### config.mk
export PLATFORM = sky130hd
export DESIGN_NAME = multicycle_ctrl
export DESIGN_NICKNAME = d
export VERILOG_FILES = /design/src/rtl/multicycle_ctrl.sv
export SDC_FILE = /design/constraint.sdc
export NUM_CORES = 1
export LEC_CHECK = 0
export BUFFER_PORTS_ARGS = -buffer_cell sky130_fd_sc_hd__buf_2
export CORE_MARGIN = 1.5
export CORE_UTILIZATION = 47
export DETAILED_ROUTE_END_ITERATION = 16
export PLACE_DENSITY = 0.78
export SLEW_MARGIN = 20
export SYNTH_ARGS = -nofsm -noshare
export SYNTH_HDL_FRONTEND = slang
export SYNTH_SLANG_ARGS = --single-unit
### constraint.sdc
create_clock -name clk -period 1.6 [get_ports clk]
set_input_delay 0.08 -clock clk [delete_from_list [all_inputs] [get_ports clk]]
set_output_delay 0.08 -clock clk [all_outputs]
set_load 0.01 [all_outputs]
### src/rtl/multicycle_ctrl.sv
// Multicycle control unit: sequences FETCH/DECODE/EXEC/MEM/WB, runs imem/dmem handshakes and
// traps HALT, illegal opcodes and memory timeouts. Define PERF_CNT_EN to add perf counters.
module multicycle_ctrl #(
  parameter int IWIDTH  = 16,
  parameter int TIMEOUT = 15,
  parameter int CWIDTH  = 16
) (
  input  logic              clk,
  input  logic              reset,
  input  logic [IWIDTH-1:0] instr,
  input  logic              zero,
  output logic              imem_req,
  input  logic              imem_ready,
  output logic              irwrite,
  output logic              dmem_req,
  output logic              dmem_we,
  input  logic              dmem_ready,
  output logic              pcen,
  output logic              memtoreg,
  output logic              pcsrc,
  output logic              alusrc,
  output logic              regdst,
  output logic              regwrite,
  output logic              jump,
  output logic [3:0]        alucontrol,
  output logic              halted,
  output logic              error
`ifdef PERF_CNT_EN
  , output logic [CWIDTH-1:0] cycle_cnt
  , output logic [CWIDTH-1:0] retire_cnt
`endif
);

  localparam logic [2:0] StRst    = 3'd0;
  localparam logic [2:0] StFetch  = 3'd1;
  localparam logic [2:0] StDecode = 3'd2;
  localparam logic [2:0] StExec   = 3'd3;
  localparam logic [2:0] StMem    = 3'd4;
  localparam logic [2:0] StWb     = 3'd5;
  localparam logic [2:0] StHalt   = 3'd6;
  localparam logic [2:0] StErr    = 3'd7;

  localparam logic [3:0] OpR    = 4'h0;
  localparam logic [3:0] OpAddi = 4'h1;
  localparam logic [3:0] OpLw   = 4'h2;
  localparam logic [3:0] OpSw   = 4'h3;
  localparam logic [3:0] OpBeq  = 4'h4;
  localparam logic [3:0] OpJ    = 4'h5;
  localparam logic [3:0] OpHalt = 4'hF;

  localparam logic [3:0] AluAdd = 4'b0010;
  localparam logic [3:0] AluSub = 4'b0110;

  localparam int CntW = $clog2(TIMEOUT + 1);

  logic [2:0]      state_q, state_d;
  logic [3:0]      op_q, funct_q;
  logic [CntW-1:0] cnt_q, cnt_d;

  logic is_r, is_addi, is_lw, is_sw, is_beq, is_j, is_halt, is_legal;
  logic waiting, timeout_hit;
  logic [3:0] alu_op;
  logic alu_src_reg;

  if (IWIDTH > 8) begin : g_unused
    logic unused_mid;
    assign unused_mid = ^instr[IWIDTH-5:4];
  end

  // Decode only the copy latched on irwrite so live instr changes cannot disturb control.
  assign is_r     = (op_q == OpR);
  assign is_addi  = (op_q == OpAddi);
  assign is_lw    = (op_q == OpLw);
  assign is_sw    = (op_q == OpSw);
  assign is_beq   = (op_q == OpBeq);
  assign is_j     = (op_q == OpJ);
  assign is_halt  = (op_q == OpHalt);
  assign is_legal = is_r | is_addi | is_lw | is_sw | is_beq | is_j;

  always_comb begin
    alu_op      = 4'b0000;
    alu_src_reg = 1'b0;
    if (is_r) begin
      alu_op      = funct_q;
      alu_src_reg = 1'b1;
    end else if (is_addi || is_lw || is_sw) begin
      alu_op = AluAdd;
    end else if (is_beq) begin
      alu_op      = AluSub;
      alu_src_reg = 1'b1;
    end
  end

  assign waiting     = ((state_q == StFetch) && !imem_ready) ||
                       ((state_q == StMem) && !dmem_ready);
  // A ready in the cycle the count reaches TIMEOUT is checked first and wins.
  assign timeout_hit = (cnt_q == CntW'(TIMEOUT - 1));

  always_comb begin
    state_d = state_q;
    case (state_q)
      StRst:   state_d = StFetch;
      StFetch: begin
        if (imem_ready) begin
          state_d = StDecode;
        end else if (timeout_hit) begin
          state_d = StErr;
        end
      end
      StDecode: begin
        if (is_halt) begin
          state_d = StHalt;
        end else if (!is_legal) begin
          state_d = StErr;
        end else begin
          state_d = StExec;
        end
      end
      StExec: begin
        if (is_r || is_addi) begin
          state_d = StWb;
        end else if (is_lw || is_sw) begin
          state_d = StMem;
        end else begin
          state_d = StFetch;
        end
      end
      StMem: begin
        if (dmem_ready) begin
          state_d = is_lw ? StWb : StFetch;
        end else if (timeout_hit) begin
          state_d = StErr;
        end
      end
      StWb:    state_d = StFetch;
      StHalt:  state_d = StHalt;
      StErr:   state_d = StErr;
      default: state_d = StRst;
    endcase
  end

  always_comb begin
    cnt_d = '0;
    if (waiting && (state_d == state_q)) begin
      cnt_d = cnt_q + 1'b1;
    end
  end

  always_ff @(posedge clk or negedge reset) begin
    if (!reset) begin
      state_q <= StRst;
      cnt_q   <= '0;
    end else begin
      state_q <= state_d;
      cnt_q   <= cnt_d;
    end
  end

  always_ff @(posedge clk or negedge reset) begin
    if (!reset) begin
      op_q    <= 4'h0;
      funct_q <= 4'h0;
    end else if (irwrite) begin
      op_q    <= instr[IWIDTH-1:IWIDTH-4];
      funct_q <= instr[3:0];
    end
  end

  // Outputs depend on state_q, so they fall with the asynchronous state clear.
  always_comb begin
    imem_req   = 1'b0;
    irwrite    = 1'b0;
    dmem_req   = 1'b0;
    dmem_we    = 1'b0;
    pcen       = 1'b0;
    memtoreg   = 1'b0;
    pcsrc      = 1'b0;
    alusrc     = 1'b0;
    regdst     = 1'b0;
    regwrite   = 1'b0;
    jump       = 1'b0;
    alucontrol = 4'b0000;
    halted     = 1'b0;
    error      = 1'b0;
    case (state_q)
      StFetch: begin
        imem_req = 1'b1;
        irwrite  = imem_ready;
      end
      StExec: begin
        alucontrol = alu_op;
        alusrc     = alu_src_reg;
        regdst     = is_r;
        if (is_beq) begin
          pcsrc = zero;
          pcen  = 1'b1;
        end
        if (is_j) begin
          jump = 1'b1;
          pcen = 1'b1;
        end
      end
      StMem: begin
        dmem_req   = 1'b1;
        dmem_we    = is_sw;
        alucontrol = AluAdd;
        alusrc     = 1'b0;
        pcen       = is_sw & dmem_ready;
      end
      StWb: begin
        regwrite   = 1'b1;
        pcen       = 1'b1;
        memtoreg   = is_lw;
        regdst     = is_r;
        alucontrol = alu_op;
        alusrc     = alu_src_reg;
      end
      StHalt:  halted = 1'b1;
      StErr:   error  = 1'b1;
      default: ;
    endcase
  end

`ifdef PERF_CNT_EN
  logic [CWIDTH-1:0] cycle_q, retire_q;
  logic              active;

  assign active = (state_q != StRst) && (state_q != StHalt) && (state_q != StErr);

  always_ff @(posedge clk or negedge reset) begin
    if (!reset) begin
      cycle_q  <= '0;
      retire_q <= '0;
    end else begin
      if (active && !(&cycle_q)) begin
        cycle_q <= cycle_q + 1'b1;
      end
      if (pcen && !(&retire_q)) begin
        retire_q <= retire_q + 1'b1;
      end
    end
  end

  assign cycle_cnt  = cycle_q;
  assign retire_cnt = retire_q;
`endif

endmodule

Word level (Yosys, flattened, before mapping)
Cells that the tools add are included.

Reductions and logical operators: 14. Multiplexer cells: 33. Add/sub/neg operators: 1. Bitwise operators: 6. Equal/unequal tests: 15.

Operators by type and width (count): $mux W3 (10); $pmux W3 S7 (1); $mux W1 (18); $eq A3 B3 Y1 const B (4); $eq A4 B2 Y1 const B (2); $eq A4 B3 Y1 const B (2); $eq A4 B4 Y1 const B (2); $mux W4 (2); $pmux W4 S2 (1); $eq A3 B2 Y1 const B (2); $logic_or A1 B1 Y1 (5); $or A1 B1 Y1 (5); $add A4 B1 Y4 const B (1); $eq A4 B1 Y1 const B (1); $logic_not A4 Y1 (1); $reduce_or A2 Y1 (2); $eq A3 B1 Y1 const B (1); $eq A3 B3 Y1 (1); $logic_and A1 B1 Y1 (3); $logic_not A3 Y1 (1); $pmux W1 S3 (1); $logic_not A1 Y1 (2); $and A1 B1 Y1 (1).

Word-level logic and storage cells: 73. Input port bits: 21. Flip-flop bits (word level): 15. Output and inout port bits: 17.

Logic depth before layout (Yosys ltp)
Depth after elaboration: 12. Mapped depth: 5. Mapped depth without buffers: 5.

Worst setup path after synthesis
Ideal clock, no wire load.

Path type: register to register. From: reg state_q[1]. To: reg funct_q[0]. Stages on the path, launching flop included: 5. Data arrival time: 1389 ps. Path slack: 86 ps. Library setup time: 125 ps. Cells stage by stage: dfrtp_1 nor3b_2 and2_1 buf_2 mux2_2.

Longest elaborated chain between the ends: 2.

Ends and longest elaborated chain: start, declared (line 56) `logic [2:0] state_q, state_d;`; start signal, assigned (line 151) `state_q <= StRst;`; start signal, assigned (line 154) `state_q <= state_d;`; $eq A3 B1 Y1 (line 185) `case (state_q)`; $mux W1 (line 185); named net irwrite (line 14) `output logic irwrite,`; end signal, assigned (line 165) `funct_q <= instr[3:0];`; end, declared (line 57) `logic [3:0] op_q, funct_q;`.

The timed path passes the listed nets, and every way through them passes these cells. A chain may end at the register's enable or synchronous reset.

Worst setup path after layout
From: reg state_q[1]. To: out alucontrol[2].

Longest elaborated chain between the ends: 3.

Ends and longest elaborated chain: $eq A3 B2 Y1 / $eq A3 B3 Y1 (equally long branches) (line 185); $reduce_or A2 Y1 (no source line); $pmux W4 S2 (*) (line 185); end, declared (line 25) `output logic [3:0] alucontrol,`.

Every way passes the cells marked *; elsewhere a longest branch is shown, timed or not.

==> results.cfg <==
[outcome]
status = finished, violations left
violations = setup timing

[sta]
tns_ns = -0.400
setup_ws_ns = -0.0866
tightest_slew_ns = 0.463
finalHoldViolCount = 0
period_share_pct = 105
period_minus_slack_ns = 1.69
skew_ns = 0.00293
setup_violations = 9
max_freq_mhz = 593
rsz0062_at_grt = yes
slew_violations = 0
relSlewSlack_pct = 68.8

[detailed_routing]
wire_per_inst_um = 15.3
drt_iter0_drc = 27
dr.max_layer_used = met4
drc = 0
antenna_left = 0
wl_met3_um = 132
wl_met1_um = 1100
wl_um = 2740
drt-vias-per-instance = 5.39
met2_length_um = 1500
dr_total_vias = 964
first_pass_iters = 4

[critical_path]
regToRegSetupSlack_ns = 0
arrival_ns = 1.61
critPathMaxStageDelay_ns = 0.47
critical_path_class = flip-flop to output port
crit_family = flip-flops
path_cells = buf_4 > xor2_4 > nand3_4 > nor3_2 > buf_2
crit_path_top_delay_cell = dfrtp_2
crit_start = state_q[1]
critPathCaptureType = output port
r2r-start = state_q[2]
cp-start-kind = flip-flop
worstPathBufferInverterCount = 2
r2r_end = op_q[1]
worst_r2r_path_depth = 5
worstPathRequired_ns = 1.52
crit_end = alucontrol[2]
crit_cells = 5
cp_max_fo = 6

[cts]
cts_tree = built
clk_path_buf_depth = 2
clock-sinks = 15
numCtsBuffers = 3
h-tree-depth = 1
root_buffer = clkbuf_4
clk_latency_ns = 0.28
cts.clk_slew.worst_paths_ns = 0.09

[logic_synthesis]
ys_types = 38
syn_inst = 99
netlist_area_um2 = 945
async_reset_ff_share_pct = 100
synth_flop_cell = dfrtp_1
synth-seq-area-share_pct = 39.7
synth_edf_count = 0
yosys_register_bits = 15
syn_nets = 122
postSynthAreaPerCell_um2 = 9.54
ys_warn_count = 0

[power_and_ir_drop]
powerDensity_nw_per_um2 = 1740
ir_worst_vdd_uv = 925
power.total_mw = 2.52
leakage_nw = 0.734

[placed_design]
placed_cell_area_um2 = 1170
dp_hpwl_um = 1620
gp_congestion = 0.779
place_ws_ns = 0.0516
port_buffers = 29

[floorplan]
dieArea_um2 = 2290
start_util_pct = 49.2
ioPinCount = 38
core-area_um2 = 1920
num_rows = 16
die_w_um = 47.8
die_h_um = 47.8

[layout]
multi_input_comb_area_um2 = 632
area_growth_pct = 53.8
layout_commonest_cell = buf_2
layout_common_cells = buf_2, buf_4, dfrtp_1
fin_nets = 176
final_area_um2 = 1450
diodes = 0
nFillCells = 142
layout-drive-gt1-share_pct = 56.6
regArea_um2 = 379

[flow_run]
drv_cap = 0

[grt]
grt_pass1_wl_um = 3760
antenna_found_initial = 0
grt_max_degree = 16
grt_overflow = 0
track_usage_pct = 23.6
grt_pass1_vias = 882

[hold_path]
worstHoldPathType = input pin to flip-flop
[worst reg2reg max path, delay by kind of cell (launching register included)]
kind          cells  cell delay (ns)
buf+inv           2             0.28
mux               1             0.34
simple gates      2             0.44
flops             1             0.42
[layer usage]
metal  track usage, %  up-vias
met3             3.40        2
met2             41.9       35
met4             8.11        0
met5                0        -
met1             29.0      467
li1                 -      460
[cells in the mapped netlist (2+ instances only)]
library cell / count / area (um2)
a31oi_1: 2 / 12.5
buf_2: 4 / 20.0
nor2_1: 13 / 48.8
nand2b_1: 2 / 12.5
nor3b_1: 2 / 15.0
mux2_2: 8 / 90.1
dfrtp_1: 15 / 375
nand3_1: 3 / 15.0
and3_1: 4 / 25.0
a21oi_1: 2 / 10.0
nor2b_1: 2 / 12.5
and2_1: 3 / 18.8
xor2_1: 2 / 17.5
nand3b_1: 2 / 15.0
nor3_1: 3 / 15.0
ha_1: 2 / 25.0
o21ai_0: 4 / 20.0
inv_1: 4 / 15.0
clkbuf_1: 3 / 11.3
[stage by stage]
step | hold slack (ns) | utilization (%) | cells
after floorplan | -0.216 | - | 99
after global placement | -0.00371 | 60.8 | 157
after detailed placement | 0.00223 | 60.8 | 157
after CTS | 0.0175 | 69.3 | 174
after global routing | 0.0265 | 75.6 | 179
final | 0.0288 | 75.6 | 179
[worst min-delay path by stage]
stage	from	to	slack, ns	cells past startpoint
after detailed placement	reset	funct_q[0]	0.002	1
final	instr[12]	op_q[0]	0.03	2
after global placement	reset	funct_q[3]	-0.004	1
after floorplan	reset	cnt_q[0]	-0.22	0
after CTS	instr[1]	funct_q[1]	0.02	2
after global routing	instr[0]	funct_q[0]	0.03	2
[area by class of cell]
class | count | area share, %
tap | 27 | 2.33
inverter | 4 | 1.03
sequential | 15 | 26.1
clock buffer | 4 | 1.81
multi-input combinational | 73 | 43.5
timing repair buffer | 56 | 25.2
[where the power goes]
part	internal, mW	total (mW)	leakage, nW	switching, mW
Clock	0.0967	0.220	0.0150	0.123
Combinational	0.877	1.58	0.537	0.707
Sequential	0.536	0.717	0.182	0.181
Total	1.51	2.52	0.734	1.01
[flip-flops by register name, indices dropped and copies added (netlist names)]
| register | cells |
|---|---|
| funct_q | 4 |
| cnt_q | 4 |
| state_q | 3 |
| op_q | 4 |
[repair_timing]
item | CTS | global route
buffers inserted | 12 | 5
pin swaps | 5 | 4
hold endpoints to repair | 15 | 0
gates resized for setup | 10 | 20
setup endpoints to repair | 10 | 12
hold buffers | 1 | 0
cloned | 0 | 1
[logic make-up after synthesis]
| group | Yosys count | synth area share [%] |
|---|---|---|
| AND/OR/NAND/NOR | 43 | 26.6 |
| AO/OA/AOI/OAI | 16 | 12.6 |
| multiplexers | 8 | 9.54 |
| buffers and inverters | 12 | 6.09 |
| flip-flops | 15 | 39.7 |
| XOR/XNOR | 3 | 2.78 |
| adder cells (fa/ha/maj) | 2 | 2.65 |
No activity file was read; power rests on OpenSTA's default activity.
